## src/rtl/uart_tx_frame_ctrl_if.sv

```systemverilog
`default_nettype none
`timescale 1ns/1ps
// +------------------------------------------------------------------+
// | uart_tx_frame_ctrl_if                                            |
// | Valid/ready word handshake between TX data source and framer.   |
// | Rev 1.0                                                          |
// +------------------------------------------------------------------+
interface uart_tx_frame_ctrl_if #(
    parameter int DATA_W = 8
);
    logic              in_valid;
    logic              in_ready;
    logic [DATA_W-1:0] in_data;

    modport master (output in_valid, output in_data, input in_ready);
    modport slave  (input in_valid, input in_data, output in_ready);
endinterface
`default_nettype wire

```

## src/rtl/uart_tx_frame_ctrl.sv

```systemverilog
`default_nettype none
`timescale 1ns/1ps
// +------------------------------------------------------------------+
// | uart_tx_frame_ctrl                                               |
// | UART TX framer: FSM, shift register, parity, one-word hold buffer.|
// | Option macro: UART_TX_HOLD_BUF_EN (accept mid-frame, no gaps).   |
// | Rev 1.0                                                          |
// +------------------------------------------------------------------+
module uart_tx_frame_ctrl #(
    parameter int DATA_W    = 8,
    parameter int PAR_EN    = 1,
    parameter int PAR_ODD   = 0,
    parameter int STOP_BITS = 1
) (
    input  wire logic           clk,
    input  wire logic           rst,
    input  wire logic           baud_tick,
    uart_tx_frame_ctrl_if.slave src,
    output logic                tx_out,
    output logic                busy,
    output logic                frame_done,
    output logic                data_lost
);

    localparam int                 CNT_W     = $clog2(DATA_W);
    localparam logic [CNT_W-1:0]   LAST_BIT  = CNT_W'(DATA_W - 1);
    localparam logic               LAST_STOP = 1'(STOP_BITS - 1);
    localparam logic               ODD       = (PAR_ODD != 0);

    typedef enum logic [2:0] {
        IDLE   = 3'd0,
        START  = 3'd1,
        DATA   = 3'd2,
        PARITY = 3'd3,
        STOP   = 3'd4
    } state_t;

    state_t              state, state_nxt;
    logic                tx_nxt;
    logic                hold_full, hold_full_nxt;
    logic [DATA_W-1:0]   hold_data;
    logic [DATA_W-1:0]   shreg, shreg_nxt;
    logic                par_bit, par_nxt;
    logic [CNT_W-1:0]    bit_cnt, bit_cnt_nxt;
    logic                stop_cnt, stop_cnt_nxt;
    logic                done_nxt;
    logic                busy_nxt;
    logic                load;
    logic                ready;
    logic                accept;

    // CHAIN enables the STOP->START path so a held word starts without an idle bit
`ifdef UART_TX_HOLD_BUF_EN
    localparam logic CHAIN = 1'b1;
    assign ready = ~hold_full;
`else
    localparam logic CHAIN = 1'b0;
    assign ready = (state == IDLE) & ~hold_full;
`endif

    assign src.in_ready = ready;
    assign accept       = src.in_valid & ready;

    always_comb begin
        state_nxt    = state;
        tx_nxt       = tx_out;
        shreg_nxt    = shreg;
        par_nxt      = par_bit;
        bit_cnt_nxt  = bit_cnt;
        stop_cnt_nxt = stop_cnt;
        done_nxt     = 1'b0;
        load         = 1'b0;

        if (baud_tick) begin
            case (state)
                IDLE: begin
                    if (hold_full) begin
                        load      = 1'b1;
                        state_nxt = START;
                        tx_nxt    = 1'b0;
                    end
                end
                START: begin
                    state_nxt   = DATA;
                    tx_nxt      = shreg[0];
                    shreg_nxt   = shreg >> 1;
                    bit_cnt_nxt = '0;
                end
                DATA: begin
                    if (bit_cnt == LAST_BIT) begin
                        stop_cnt_nxt = 1'b0;
                        if (PAR_EN != 0) begin
                            state_nxt = PARITY;
                            tx_nxt    = par_bit;
                        end else begin
                            state_nxt = STOP;
                            tx_nxt    = 1'b1;
                        end
                    end else begin
                        bit_cnt_nxt = bit_cnt + CNT_W'(1);
                        tx_nxt      = shreg[0];
                        shreg_nxt   = shreg >> 1;
                    end
                end
                PARITY: begin
                    state_nxt    = STOP;
                    tx_nxt       = 1'b1;
                    stop_cnt_nxt = 1'b0;
                end
                STOP: begin
                    if (stop_cnt == LAST_STOP) begin
                        done_nxt = 1'b1;
                        if (CHAIN && hold_full) begin
                            load      = 1'b1;
                            state_nxt = START;
                            tx_nxt    = 1'b0;
                        end else begin
                            state_nxt = IDLE;
                            tx_nxt    = 1'b1;
                        end
                    end else begin
                        stop_cnt_nxt = stop_cnt + 1'b1;
                    end
                end
                default: begin
                    state_nxt = IDLE;
                    tx_nxt    = 1'b1;
                end
            endcase
        end

        // Parity is fixed when the word leaves the hold register
        if (load) begin
            shreg_nxt = hold_data;
            par_nxt   = (^hold_data) ^ ODD;
        end

        hold_full_nxt = hold_full;
        if (load) begin
            hold_full_nxt = 1'b0;
        end else if (accept) begin
            hold_full_nxt = 1'b1;
        end

        busy_nxt = (state_nxt != IDLE) | hold_full_nxt;
    end

    always_ff @(posedge clk or negedge rst) begin
        if (!rst) begin
            state      <= IDLE;
            tx_out     <= 1'b1;
            hold_full  <= 1'b0;
            hold_data  <= '0;
            shreg      <= '0;
            par_bit    <= 1'b0;
            bit_cnt    <= '0;
            stop_cnt   <= 1'b0;
            busy       <= 1'b0;
            frame_done <= 1'b0;
            data_lost  <= 1'b0;
        end else begin
            state      <= state_nxt;
            tx_out     <= tx_nxt;
            hold_full  <= hold_full_nxt;
            shreg      <= shreg_nxt;
            par_bit    <= par_nxt;
            bit_cnt    <= bit_cnt_nxt;
            stop_cnt   <= stop_cnt_nxt;
            busy       <= busy_nxt;
            frame_done <= done_nxt;
            data_lost  <= src.in_valid & ~ready;
            if (accept) begin
                hold_data <= src.in_data;
            end
        end
    end

endmodule
`default_nettype wire
```

## src/flat_wrapper.sv

```systemverilog
// flat-port wrapper written by rule: the top's interface ports become plain ports
module uart_tx_frame_ctrl_flat 
#(
    parameter int DATA_W    = 8,
    parameter int PAR_EN    = 1,
    parameter int PAR_ODD   = 0,
    parameter int STOP_BITS = 1
)
  (clk, rst, baud_tick, tx_out, busy, frame_done, data_lost, src_in_valid, src_in_data, src_in_ready);
  uart_tx_frame_ctrl_if #(.DATA_W(DATA_W)) src_i ();
  input  wire logic clk;
  input  wire logic rst;
  input  wire logic baud_tick;
  output logic tx_out;
  output logic busy;
  output logic frame_done;
  output logic data_lost;
  input wire logic [$bits(src_i.in_valid)-1:0] src_in_valid;
  input wire logic [$bits(src_i.in_data)-1:0] src_in_data;
  output wire logic [$bits(src_i.in_ready)-1:0] src_in_ready;
  assign src_i.in_valid = src_in_valid;
  assign src_i.in_data = src_in_data;
  assign src_in_ready = src_i.in_ready;
  uart_tx_frame_ctrl #(.DATA_W(DATA_W), .PAR_EN(PAR_EN), .PAR_ODD(PAR_ODD), .STOP_BITS(STOP_BITS)) u_core (.clk(clk), .rst(rst), .baud_tick(baud_tick), .src(src_i), .tx_out(tx_out), .busy(busy), .frame_done(frame_done), .data_lost(data_lost));
endmodule
```

## config.mk

```make
export PLATFORM = sky130hd
export DESIGN_NAME = uart_tx_frame_ctrl_flat
export DESIGN_NICKNAME = d
export VERILOG_FILES = /design/src/rtl/uart_tx_frame_ctrl_if.sv /design/src/rtl/uart_tx_frame_ctrl.sv /design/src/flat_wrapper.sv
export SDC_FILE = /design/constraint.sdc
export NUM_CORES = 1
export LEC_CHECK = 0
export CAP_MARGIN = 20
export CORE_MARGIN = 5
export CORE_UTILIZATION = 35
export CTS_BUF_LIST = sky130_fd_sc_hd__clkbuf_8
export DETAILED_ROUTE_END_ITERATION = 10
export MAX_ROUTING_LAYER = met4
export PLACE_DENSITY = 0.6
export SETUP_SLACK_MARGIN = 0.1
export SLEW_MARGIN = 10
export SYNTH_ARGS = -nofsm -noshare
export SYNTH_HDL_FRONTEND = slang
export SYNTH_SLANG_ARGS = --single-unit
```

## constraint.sdc

```tcl
create_clock -name clk -period 1.6 [get_ports clk]
set_input_delay 0.4 -clock clk [delete_from_list [all_inputs] [get_ports clk]]
set_output_delay 0.4 -clock clk [all_outputs]
set_load 0.005 [all_outputs]
```

* Yosys cells after proc, flatten, opt, wreduce, memory -nomap -nowiden
Cells that the tools add are included.
** Storage, ports and cells
- Register bits :: 29
- Input port bits :: 12
- Word-level logic and storage cells :: 66
** Operators by class
- Add/sub/neg operators :: 2
- Equal/unequal tests :: 10
- Multiplexer cells :: 26
- Bitwise logic cells :: 6
- Reduce and logical (&&, ||, !) cells :: 11
** Operators with widths (count)
- $mux 8 :: 3
- $pmux 8 s2 :: 1
- $mux 3 :: 5
- $pmux 3 s5 :: 1
- $mux 1 :: 13
- $reduce_and 3->1 :: 4
- $reduce_bool 3->1 :: 3
- $reduce_xor 8->1 :: 1
- $eq 3x2->1 const B :: 2
- $eq 3x3->1 const B :: 2
- $pmux 3 s2 :: 1
- $ne 2x1->1 const B :: 2
- $ne 2x2->1 const B :: 2
- $pmux 1 s4 :: 1
- $reduce_bool 2->1 :: 2
- $add 3x1->3 const B :: 1
- $and 1x1->1 :: 3
- $eq 3x1->1 const B :: 1
- $logic_not 3->1 :: 1
- $ne 3x2->1 const B :: 1
- $pmux 1 s3 :: 1
- $not 1->1 :: 2
- $add 1x1->1 const B :: 1
- $or 1x1->1 :: 1

* Longest topological paths before layout
Gate-level depths: netlist of the first run.
- Word-level depth :: 6
- Depth in mapped cells :: 7
- Mapped depth without buffers :: 6

* Worst setup path before layout of the first run
No wires, ideal clock.
- Path kind :: flip-flop to flip-flop
- Start :: register u_core.bit_cnt[0]
- End :: register u_core.bit_cnt[0]
- Arrival time :: 1563 ps
- Data required time :: 1475 ps
- Path slack :: -88 ps
- Stages on the path, launching flop included :: 7
- Buffers on the path :: 1
- Cell sequence :: dfrtp_1 > ha_1 > ha_1 > nor3b_1 > o21ai_2 > buf_6 > mux2_2
** On the way
- Longest elaborated chain between the ends :: 3
** RTL lines
- start, declared :: RTL line uart_tx_frame_ctrl.sv:44 : logic [CNT_W-1:0] bit_cnt, bit_cnt_nxt;
- start signal, assigned :: RTL line uart_tx_frame_ctrl.sv:167 : bit_cnt <= bit_cnt_nxt;
- $add 3x1->3 / $eq 3x3->1 (equally long branches) :: RTL line uart_tx_frame_ctrl.sv:100, uart_tx_frame_ctrl.sv:90
- $mux 3 / $ne 2x2->1 (equally long branches)
- $pmux 3 s2 / $reduce_and 3->1 (equally long branches)
Parallel ways exist; a longest one is shown, timed or not. The select of a mux whose other input is x is not followed.
A chain may end at the register's enable or synchronous reset.

* Worst setup path after layout of the first run
- Start :: register u_core.bit_cnt[1]
- End :: register u_core.shreg[2]
** On the way
- Longest elaborated chain between the ends :: 3
** RTL lines
- $eq 3x3->1 :: RTL line uart_tx_frame_ctrl.sv:90 : if (bit_cnt == LAST_BIT) begin
- $ne 3x2->1 (no source line)
- $reduce_and 3->1 (no source line)
- end signal, assigned :: RTL line uart_tx_frame_ctrl.sv:165 : shreg <= shreg_nxt;
- end, declared :: RTL line uart_tx_frame_ctrl.sv:42 : logic [DATA_W-1:0] shreg, shreg_nxt;
Every way passes these cells.

==> impl_metrics.tcl, run 1 <==
set metrics [dict create \
    skew_ps 2.06 \
    io_pins 17 \
    synthToLayoutAreaGrowth_pct 42.7 \
    arrival_ps 1860 \
    syn_inst 116 \
    vias 969 \
    grt_pass1_wl_um 4570 \
    rsz0062_at_grt "yes" \
    postRouteAntennaNets 0 \
    antenna_found_initial 0 \
    leakage_nw 0.910 \
    clkSinkCount 28 \
    drc_errors 0 \
    grt_overflow 0 \
    slew_viol_final 0 \
    powerDensity_mw_per_mm2 2090 \
    fin_ws_ps -54.4 \
    cp-start-kind "flop" \
    vias_per_cell 4.75 \
    layout-drive-gt1-share_pct 33.3 \
    avgSynthCellArea_um2 11.8 \
    synthArstFlopShare_pct 100 \
    crit_chain "ha_2, ha_4, nor3b_4, buf_4, o21ai_4, mux2i_1, a21oi_1" \
    crit_buf_inv 1 \
    peakVddDrop_uv 1040 \
    hold_viol_final 0 \
    ys_ff_latch 28 \
    ys_types 33 \
    fmax_ghz 0.604 \
    wl_met3_um 89 \
    wl_met1_um 1270 \
    period_share_pct 103 \
    critical_path.max_fanout 6 \
    violations "negative setup slack" \
    num-nets-final 171 \
    grt_max_degree 29 \
    cp-end-kind "flop" \
    yosysWarnings 0 \
    cts-root-buf "clkbuf_8" \
    drt-initial-drc-count 85 \
    pre_cts_ws_ps -135 \
    yosysSeqAreaShare_pct 51.4 \
    antenna_cells 0 \
    p_total_mw 4.08 \
    worstSkewPairLatency_ps 270 \
    setup_viol 3 \
    slew-limit-headroom_pct 78.8 \
    synth_flop_cell "dfrtp_1" \
    outcome "finished, violations left" \
    ctsHtreeMaxLevel 1 \
    finalSetupTns_ps -120 \
    final_area_mm2 0.00195 \
    placed_area_mm2 0.00170 \
    synth_area_mm2 0.00137 \
    wl_per_cell_um 13.8 \
    drv_cap 0 \
    dpl.hpwl_um 1830 \
    slowest_delay_ps 390 \
    rows 22 \
    cts_tree "built" \
    place.gp.congestion 0.761 \
    initial_utilization_pct 36.7 \
    wl_met2_um 1440 \
    slowest_stage "dfrtp_1" \
    critPathTopFamily "flip-flops" \
    top_layer "met4" \
    holdCritPathClass "in2async" \
    routed_wl_um 2820 \
    crit_type "reg2reg" \
    post-place-cells 189 \
    clkSlewWorstSetupHoldPaths_ps 90 \
    clockBufferDepth 2 \
    worstMarginPinSlew_ps 317 \
    die_w_um 72.5 \
    synth-edff-count 0 \
    grtUsageTotal_pct 11.5 \
    grt_pass1_vias 972 \
    worst_hold_slack_ps 481 \
    fin_util_pct 52.4 \
    dr.pass1.iters 4 \
    critPathRequiredTime_ps 1800 \
    numCtsBuffers 3 \
    die_area_mm2 0.00525 \
    core_area_mm2 0.00372 \
    final-instance-count-excl-fill 204 \
    syn-num-nets 130 \
    die_y_um 72.5 \
    fin_crit_ps 1650 \
    io_buffer_count 16 \
]
## cell families (layout without fill, tap and decap cells)
group                      Yosys count  count (layout)  share of synthesized area, %
and+or+nand+nor                     30              30                          12.9
DFF                                 28              28                          51.4
AOI/OAI and AO/OA                   22              23                          9.81
muxes                               17              17                          15.5
buffers and inverters               10              49                          4.03
xor gates and xnor gates             7               7                          4.49
adders and majority gates            2               2                          1.83
## final cells by class
cell class / instances / area [um2]
fill: 334 / 1770
multi-input combinational: 79 / 704
sequential: 28 / 702
timing repair buffer: 40 / 392
tap: 48 / 60.1
clock buffer: 3 / 41.3
clock inverter: 1 / 30.0
inverter: 5 / 18.8
## cell usage after synthesis, drive strengths merged, types with 2 or more instances
| cell | number | share of area, % |
|---|---|---|
| nor2 | 8 | 2.2 |
| dfrtp | 27 | 49 |
| xnor2 | 7 | 4.5 |
| buf | 4 | 2.4 |
| nor2b | 4 | 1.8 |
| mux2i | 8 | 5.9 |
| nand3 | 4 | 1.8 |
| nand2 | 7 | 2.5 |
| ha | 2 | 1.8 |
| inv | 5 | 1.4 |
| o21ai | 5 | 2.1 |
| nor3 | 2 | 0.73 |
| a21oi | 10 | 3.7 |
| mux2 | 9 | 9.6 |
## final timing paths
check,startpoint,end,slack [ps],cells past startpoint
max,u_core.bit_cnt[1],u_core.shreg[2],-50,7
min,rst,u_core.frame_done,480,2
max reg2reg,u_core.bit_cnt[1],u_core.shreg[2],-50,7
min reg2reg,u_core.par_bit,u_core.par_bit,520,2
max in group asynchronous,rst,u_core.tx_out,890,2
min in group clk,u_core.par_bit,u_core.par_bit,520,2
## what timing repair did
| item | in CTS | in global routing |
|---|---|---|
| setup endpoints to repair | 18 | 21 |
| pin swaps | 5 | 12 |
| setup buffers | 2 | 6 |
| resized for setup | 16 | 11 |
| hold buffers | 0 | 0 |
| gates cloned | 1 | 2 |
## routing by layer
layer	vias to the layer above	GRT usage (%)
met1	466	14.0
met5	-	-
met4	0	2.66
met2	13	19.2
li1	486	-
met3	4	2.91
## report_power, final
| part | switching [mW] | total, mW | internal (mW) |
|---|---|---|---|
| Sequential | 0.246 | 1.30 | 1.06 |
| Combinational | 0.944 | 2.23 | 1.28 |
| Clock | 0.214 | 0.549 | 0.335 |
| Total | 1.40 | 4.08 | 2.68 |
## sequential cells by signal (all words and copies together), names as in the netlist
register	count
u_core.data_lost	1
u_core.bit_cnt	3
u_core.hold_full	1
u_core.hold_data	8
u_core.state	3
u_core.busy	1
u_core.shreg	8
u_core.frame_done	1
u_core.par_bit	1
u_core.tx_out	1
## layout by cell type, fill, tap and decap left out, types with 5 or more instances in the layout
master           instances
dfrtp_1                 27
nand2_1                  6
a21oi_1                 10
xnor2_1                  7
nor2_1                   8
mux2_4                   9
buf_4                   17
mux2i_1                  8
clkdlybuf4s50_1         11
inv_1                    5
(Power assumes the default switching activity.)
==> run 2, diff against run 1 <==
Settings changed: TNS_END_PERCENT set to 100.
==> results of run 2 <==
The final DEF is identical to that of run 1; final timing and power are the same.
==> RTL edit 1 (flow settings as in run 1) <==
`DATA_W` is set to 8 in 3 places; all go to 4.
--- a/src/rtl/uart_tx_frame_ctrl_if.sv
+++ b/src/rtl/uart_tx_frame_ctrl_if.sv
@@ -6,7 +6,7 @@
 // | Rev 1.0                                                          |
 // +------------------------------------------------------------------+
 interface uart_tx_frame_ctrl_if #(
-    parameter int DATA_W = 8
+    parameter int DATA_W = 4
 );
     logic              in_valid;
     logic              in_ready;
--- a/src/rtl/uart_tx_frame_ctrl.sv
+++ b/src/rtl/uart_tx_frame_ctrl.sv
@@ -7,7 +7,7 @@
 // | Rev 1.0                                                          |
 // +------------------------------------------------------------------+
 module uart_tx_frame_ctrl #(
-    parameter int DATA_W    = 8,
+    parameter int DATA_W    = 4,
     parameter int PAR_EN    = 1,
     parameter int PAR_ODD   = 0,
     parameter int STOP_BITS = 1
--- a/src/flat_wrapper.sv
+++ b/src/flat_wrapper.sv
@@ -1,7 +1,7 @@
 // flat-port wrapper written by rule: the top's interface ports become plain ports
 module uart_tx_frame_ctrl_flat 
 #(
-    parameter int DATA_W    = 8,
+    parameter int DATA_W    = 4,
     parameter int PAR_EN    = 1,
     parameter int PAR_ODD   = 0,
     parameter int STOP_BITS = 1
Interface: changed (resized src_in_data); port bits go from 17 to 13. The function was not compared with the original's and may differ.
==> RTL edit 1 against run 1 <==
- the run still ends with negative setup slack left
- power down 40%
- non-clock buffer count down 15
- final area down 33%
- count of clock-buffer cells in the layout unchanged
- setup slack got worse by 0.082 ns
- sequential cell count shrank 9
- wire length decreased by 27%
- synthesized area shrank 29%
- global-route usage down 0.43 points
- critical path depth is 4 lower
- critical endpoint is now src_in_ready
- highest routed layer unchanged
==> RTL edit 1: results (changes against run 1) <==
Synth:
- The count of warnings emitted by yosys is 0 (unchanged).
- The number of standard cells after synthesis is 92 (-21%).
- The sequential element share of the synthesized area was 49.2% (-2.2 points).
- The top flip-flop cell by instance count after synthesis is dfrtp_1.
- By count the netlist is led by 18 x dfrtp_1, 8 x o21ai_0, 7 x o211ai_1.
- Ranked by total cell area, the synthesized netlist is headed by dfrtp_1 47%, mux2_4 6.2%, o211ai_1 5.4%, o21ai_0 4.1%, dfstp_2 2.7%.
- The post-synth net total was 101 (-22%).
- The proportion of synthesized flip-flops having asynchronous set or reset is 100% (unchanged).
- The number of unique standard cell types used by synthesis is 34 (+3.0%).

Worst hold path:
- The worst hold path belongs to the class input pin to async pin.

Layout:
- The count of nets after finishing is 127 (-26%).
- In the final layout, the registers with the most flip-flops are u_core.hold_data (4), u_core.shreg (4), u_core.state (3).
- The number of antenna cells inserted is 0 (unchanged).
- The proportion of layout cells with a drive suffix above 1 is 30.8% (-2.6 points).

Placed design:
- The final weighted congestion of routability-driven global placement is 0.831 (+9.2%).
- The number of cells in the design after placement came to 144 (-24%).
- The post-placement setup slack is -0.272 ns (-0.137 ns).
- The post-DP HPWL is 1.55 mm (-15%).
- The quantity of I/O buffers inserted on ports is 12 (-4).

GRT:
- The first-pass GRT wire length was 3.46 mm (-24%).
- The number of antenna violations at the first check in global routing is 0 (unchanged).
- The global-route usage over all layers is 11.1% (-0.43 points).
- The pin count of the biggest net entering global routing is 20 (-31%).
- The via count of the first global-routing pass is 726 (-25%).

STA:
- The worst clock skew on the final layout came to 0.00172 ns (-0.000346 ns).
- The headroom to the max-slew limit is 78.0% (-0.71 points).
- The number of setup violations in the final report is 1 (-2).
- The worst path setup slack after routing is -0.136 ns (-0.0816 ns).

CTS:
- The number of buffers inserted for hold repair after clock tree synthesis is 0 (unchanged).
- The clock latency at the later pin of the worst-skew pair was 0.25 ns (-0.02 ns).
- The deepest clock path buffer count is 2 (unchanged).
- The CTS H-tree depth came to 1 (unchanged).
- The number of CTS-inserted buffers is 3 (unchanged).
- The clock slew at the register clock pins of the worst setup and hold paths came to 0.07 ns (-0.02 ns).
- The cell sitting at the root of the clock tree is a clkbuf_8.

Outcome:
- The flow ran to the end, but the final reports show violations.
- The final reports fail on negative setup slack.

Routing:
- The wire length on met2 is 1.00 mm (-31%).
- The routed via count divided by cell count is 5.30 (+12%).
- The number of iterations in the first detailed-routing pass is 2 (-2).
- The total number of vias is 785 (-19%).
- The wire length on met3 came to 84 um (-5.6%).
- The wire length reported by the detailed router is 2.07 mm (-27%).
- The first-iteration detailed-routing DRC count is 28 (-67%).
- The highest layer touched by signal routing is met4.
- The routed length on met1 is 972 um (-23%).

Die:
- The effective utilization at floorplan is 35.7% (-1.0 points).

Pwr:
- The maximum VDD drop was 0.00102 V (-1.4%).
- The static leakage came to 0.557 nW (-39%).

Critical path:
- The arrival time reported for the critical path endpoint came to 1.34 ns (-0.52 ns).
- The largest fanout on the critical path is 2 (-4).
RTL edit 1: cell families (layout without fill, tap and decap cells):
kind of cell / count (synthesis) / after routing / synth area share (%)
flip-flops: 19 / 19 / 49.2
AO/OA/AOI/OAI: 28 / 28 / 18.2
adder cells (fa/ha/maj): 1 / 1 / 1.29
AND/OR/NAND/NOR: 27 / 27 / 16.7
XOR/XNOR: 3 / 3 / 2.71
multiplexers: 6 / 6 / 8.40
buffers and inverters: 8 / 33 / 3.49
RTL edit 1: critical path, stage by stage, from the launching register on:
cell and delay, ns:
dfrtp_1 0.38, or4_4 0.56, clkinv_4 0.06, buf_6 0.08
RTL edit 1: final cells by class:
cell class	count	area [sq um]
sequential	19	478
clock inverter	1	5.00
inverter	4	20.0
multi-input combinational	65	502
fill	261	1400
timing repair buffer	25	221
tap	31	38.8
clock buffer	3	41.3
RTL edit 1: metrics by stage:
step / total power, mW / setup TNS [ns] / hold slack (ns) / instance area, sq um / util (%)
4_1_cts: 2.41 / -0.144 / 0.473 / 1280 / 47.1
2_1_floorplan: 1.59 / 0 / 0.104 / 980 / -
6_report: 2.45 / -0.136 / 0.472 / 1310 / 48.2
5_1_grt: 2.63 / -0.310 / 0.499 / 1310 / 48.2
3_3_place_gp: 2.03 / -1.68 / 0.506 / 1220 / 45.0
3_5_place_dp: 2.05 / -1.73 / 0.512 / 1220 / 45.0
RTL edit 1: timing repair:
action	4_1_cts	5_1_grt
resized for setup	16	7
endpoints found under the setup margin	13	13
buffers inserted	0	0
pin swaps	3	1
RTL edit 1: routing by layer:
layer	vias up	track usage (%)
li1	393	-
met1	378	14.2
met2	12	17.1
met3	2	3.60
met4	0	2.39
met5	-	-
RTL edit 1: path summary, 6_finish.rpt:
path	start	to	slack (ns)	cells past startpoint
min in group clk	u_core.tx_out	u_core.tx_out	0.54	2
worst max register to register	u_core.state[1]	u_core.hold_data[3]	0.01	5
max in group asynchronous	rst	u_core.tx_out	0.87	2
worst min-delay path	rst	u_core.frame_done	0.47	2
worst max-delay path	u_core.state[1]	src_in_ready	-0.14	3
worst min register to register	u_core.tx_out	u_core.tx_out	0.54	2
RTL edit 1: power breakdown:
part           leakage [nW]  switching, mW  total (mW)  internal [mW]
registers             0.231          0.155       0.858          0.703
logic                 0.300          0.587        1.26          0.673
clock network        0.0255          0.158       0.331          0.173
total                 0.557          0.900        2.45           1.55
==> RTL edit 2 (flow settings as in run 1) <==
Made on the original files. Add an input register stage for `baud_tick`, cleared by the reset; this delays it by one clock. The other inputs are not delayed to match.
--- a/src/rtl/uart_tx_frame_ctrl.sv
+++ b/src/rtl/uart_tx_frame_ctrl.sv
@@ -35,6 +35,16 @@
         STOP   = 3'd4
     } state_t;
 
+    logic baud_tick_q;
+
+    always_ff @(posedge clk or negedge rst) begin
+        if (!rst) begin
+            baud_tick_q <= '0;
+        end else begin
+            baud_tick_q <= baud_tick;
+        end
+    end
+
     state_t              state, state_nxt;
     logic                tx_nxt;
     logic                hold_full, hold_full_nxt;
@@ -71,7 +81,7 @@
         done_nxt     = 1'b0;
         load         = 1'b0;
 
-        if (baud_tick) begin
+        if (baud_tick_q) begin
             case (state)
                 IDLE: begin
                     if (hold_full) begin
Function: changed (Yosys sat finds a counterexample within 4 cycles, from zero or initial values and one cycle with rst low).
==> RTL edit 2 against run 1 <==
- sequential cell count grew 1
- setup slack gained 0.12 ns
- critical path depth is the same
- final area shrank 5.1%
- power shrank 5.9%
- synthesized area grew 1.2%
- largest power group unchanged
- wire length shrank 6.6%
- sequential share of layout area grew 3.3 points
==> RTL edit 2: results (changes against run 1) <==
STA:
- The transition at the pin with the smallest max-transition slack was 0.275 ns (-0.0419 ns).
- The worst clock skew on the final layout was 0.00645 ns (+0.00439 ns).

CTS:
- The number of CTS-inserted buffers is 5 (+2).
- The CTS H-tree depth is 2 (+1).
- The clock slew at the register clock pins of the worst setup and hold paths was 0.07 ns (-0.02 ns).
- The clock latency at the later pin of the worst-skew pair is 0.29 ns (+0.02 ns).

GRT:
- The pin count of the biggest net entering global routing was 30 (+3.4%).
- The global-route usage over all layers is 12.1% (+0.61 points).
- The first-pass GRT wire length is 4.75 mm (+3.9%).

Pwr:
- The static leakage was 0.796 nW (-12%).
- The maximum VDD drop is 0.000922 V (-11%).

Placed design:
- The final weighted congestion of routability-driven global placement is 0.864 (+14%).
- The post-DP HPWL was 1.92 mm (+5.3%).
- The post-placement setup slack is -0.0152 ns (+0.120 ns).

Routing:
- The first-iteration detailed-routing DRC count is 56 (-34%).
- The wire length reported by the detailed router was 2.64 mm (-6.6%).
- The routed via count divided by cell count is 4.97 (+4.7%).

Layout:
- The number of inserted filler cells in the final layout is 374 (+12%).
- The count of nets after finishing came to 180 (+5.3%).
- The proportion of layout cells with a drive suffix above 1 is 27.5% (-5.8 points).

Synth:
- The count of warnings emitted by yosys is 0 (unchanged).
- The post-synth net total is 149 (+15%).
- The number of unique standard cell types used by synthesis is 32 (-3.0%).
- The commonest cells after synthesis are 28 x dfrtp_1, 20 x nand2_1, 10 x nor2_1.
- The sequential element share of the synthesized area is 52.6% (+1.2 points).
- Sorting the synthesized cells by area gives the leading types as dfrtp_1 51%, mux2_2 6.5%, nand2_1 5.4%, xnor2_1 4.4%, a31oi_1 3.2%.

Outcome:
- The run finished with clean final reports.

Critical path:
- Tracing the worst setup path back leads to its startpoint at u_core.bit_cnt[0].
- The arrival time reported for the critical path endpoint is 1.74 ns (-0.12 ns).
-- RTL edit 2: logic make-up after synthesis --
group | synth area share (%)
compound gates | 11.6
xor+xnor | 4.44
fa+ha+maj | 1.81
buf+inv | 4.26
flops | 52.6
mux | 7.97
simple gates | 17.3
-- RTL edit 2: power by group --
part / switching [mW] / total [mW] / leakage [nW] / internal, mW
combinational: 0.810 / 1.74 / 0.394 / 0.927
sequential: 0.238 / 1.31 / 0.345 / 1.08
clock: 0.286 / 0.791 / 0.0574 / 0.506
total: 1.33 / 3.84 / 0.796 / 2.51
-- RTL edit 2: stage by stage --
| step | instance area [sq um] | utilization (%) | total power, mW | cells |
|---|---|---|---|---|
| after floorplan | 1400 | - | 2.50 | 135 |
| after global placement | 1690 | 45.2 | 2.95 | 205 |
| after detailed placement | 1690 | 45.2 | 3.01 | 205 |
| after CTS | 1830 | 48.9 | 3.86 | 214 |
| after global routing | 1850 | 49.4 | 4.17 | 215 |
| final | 1850 | 49.4 | 3.84 | 215 |
-- RTL edit 2: layout make-up --
class | instances | area share (%)
repair buffers | 31 | 15.2
flip-flops and latches | 29 | 39.3
clock inverters | 2 | 2.03
well taps | 48 | 3.25
clock buffers | 6 | 4.47
inverters | 6 | 1.22
multi-input cells | 93 | 34.5
-- RTL edit 2: path summary, 6_finish.rpt --
path / end / slack (ns) / cells after the start
min in group clk: u_core.par_bit / 0.50 / 2
setup / recovery: u_core.shreg[4] / 0.06 / 7
hold reg to reg: u_core.par_bit / 0.50 / 2
hold / removal: u_core.shreg[1] / 0.48 / 2
setup reg to reg: u_core.shreg[4] / 0.06 / 7
max in group asynchronous: u_core.tx_out / 0.89 / 2
-- RTL edit 2: repair_timing --
action	CTS	global route
gates cloned	1	0
hold endpoints to repair	0	0
setup endpoints to repair	12	17
gates resized for setup	16	3
hold buffers	0	0
setup buffers	0	1
pin swaps	2	2
-- RTL edit 2: per-layer routing --
| layer | share of wire (%) | routed length, um | GRT usage [%] |
|---|---|---|---|
| met1 | 42 | 1110 | 13.1 |
| met2 | 50 | 1320 | 19.6 |
| met3 | 6.0 | 158 | 4.27 |
| met4 | 2.2 | 57 | 6.15 |
| met5 | 0 | 0 | - |
-- RTL edit 2: critical path: stages, from the launching register on --
cell and delay, ns:
dfrtp_1 0.39, ha_2 0.19, ha_4 0.16, nor3b_4 0.21, o21a_2 0.20, buf_6 0.13
nor2_2 0.03, a31oi_1 0.14
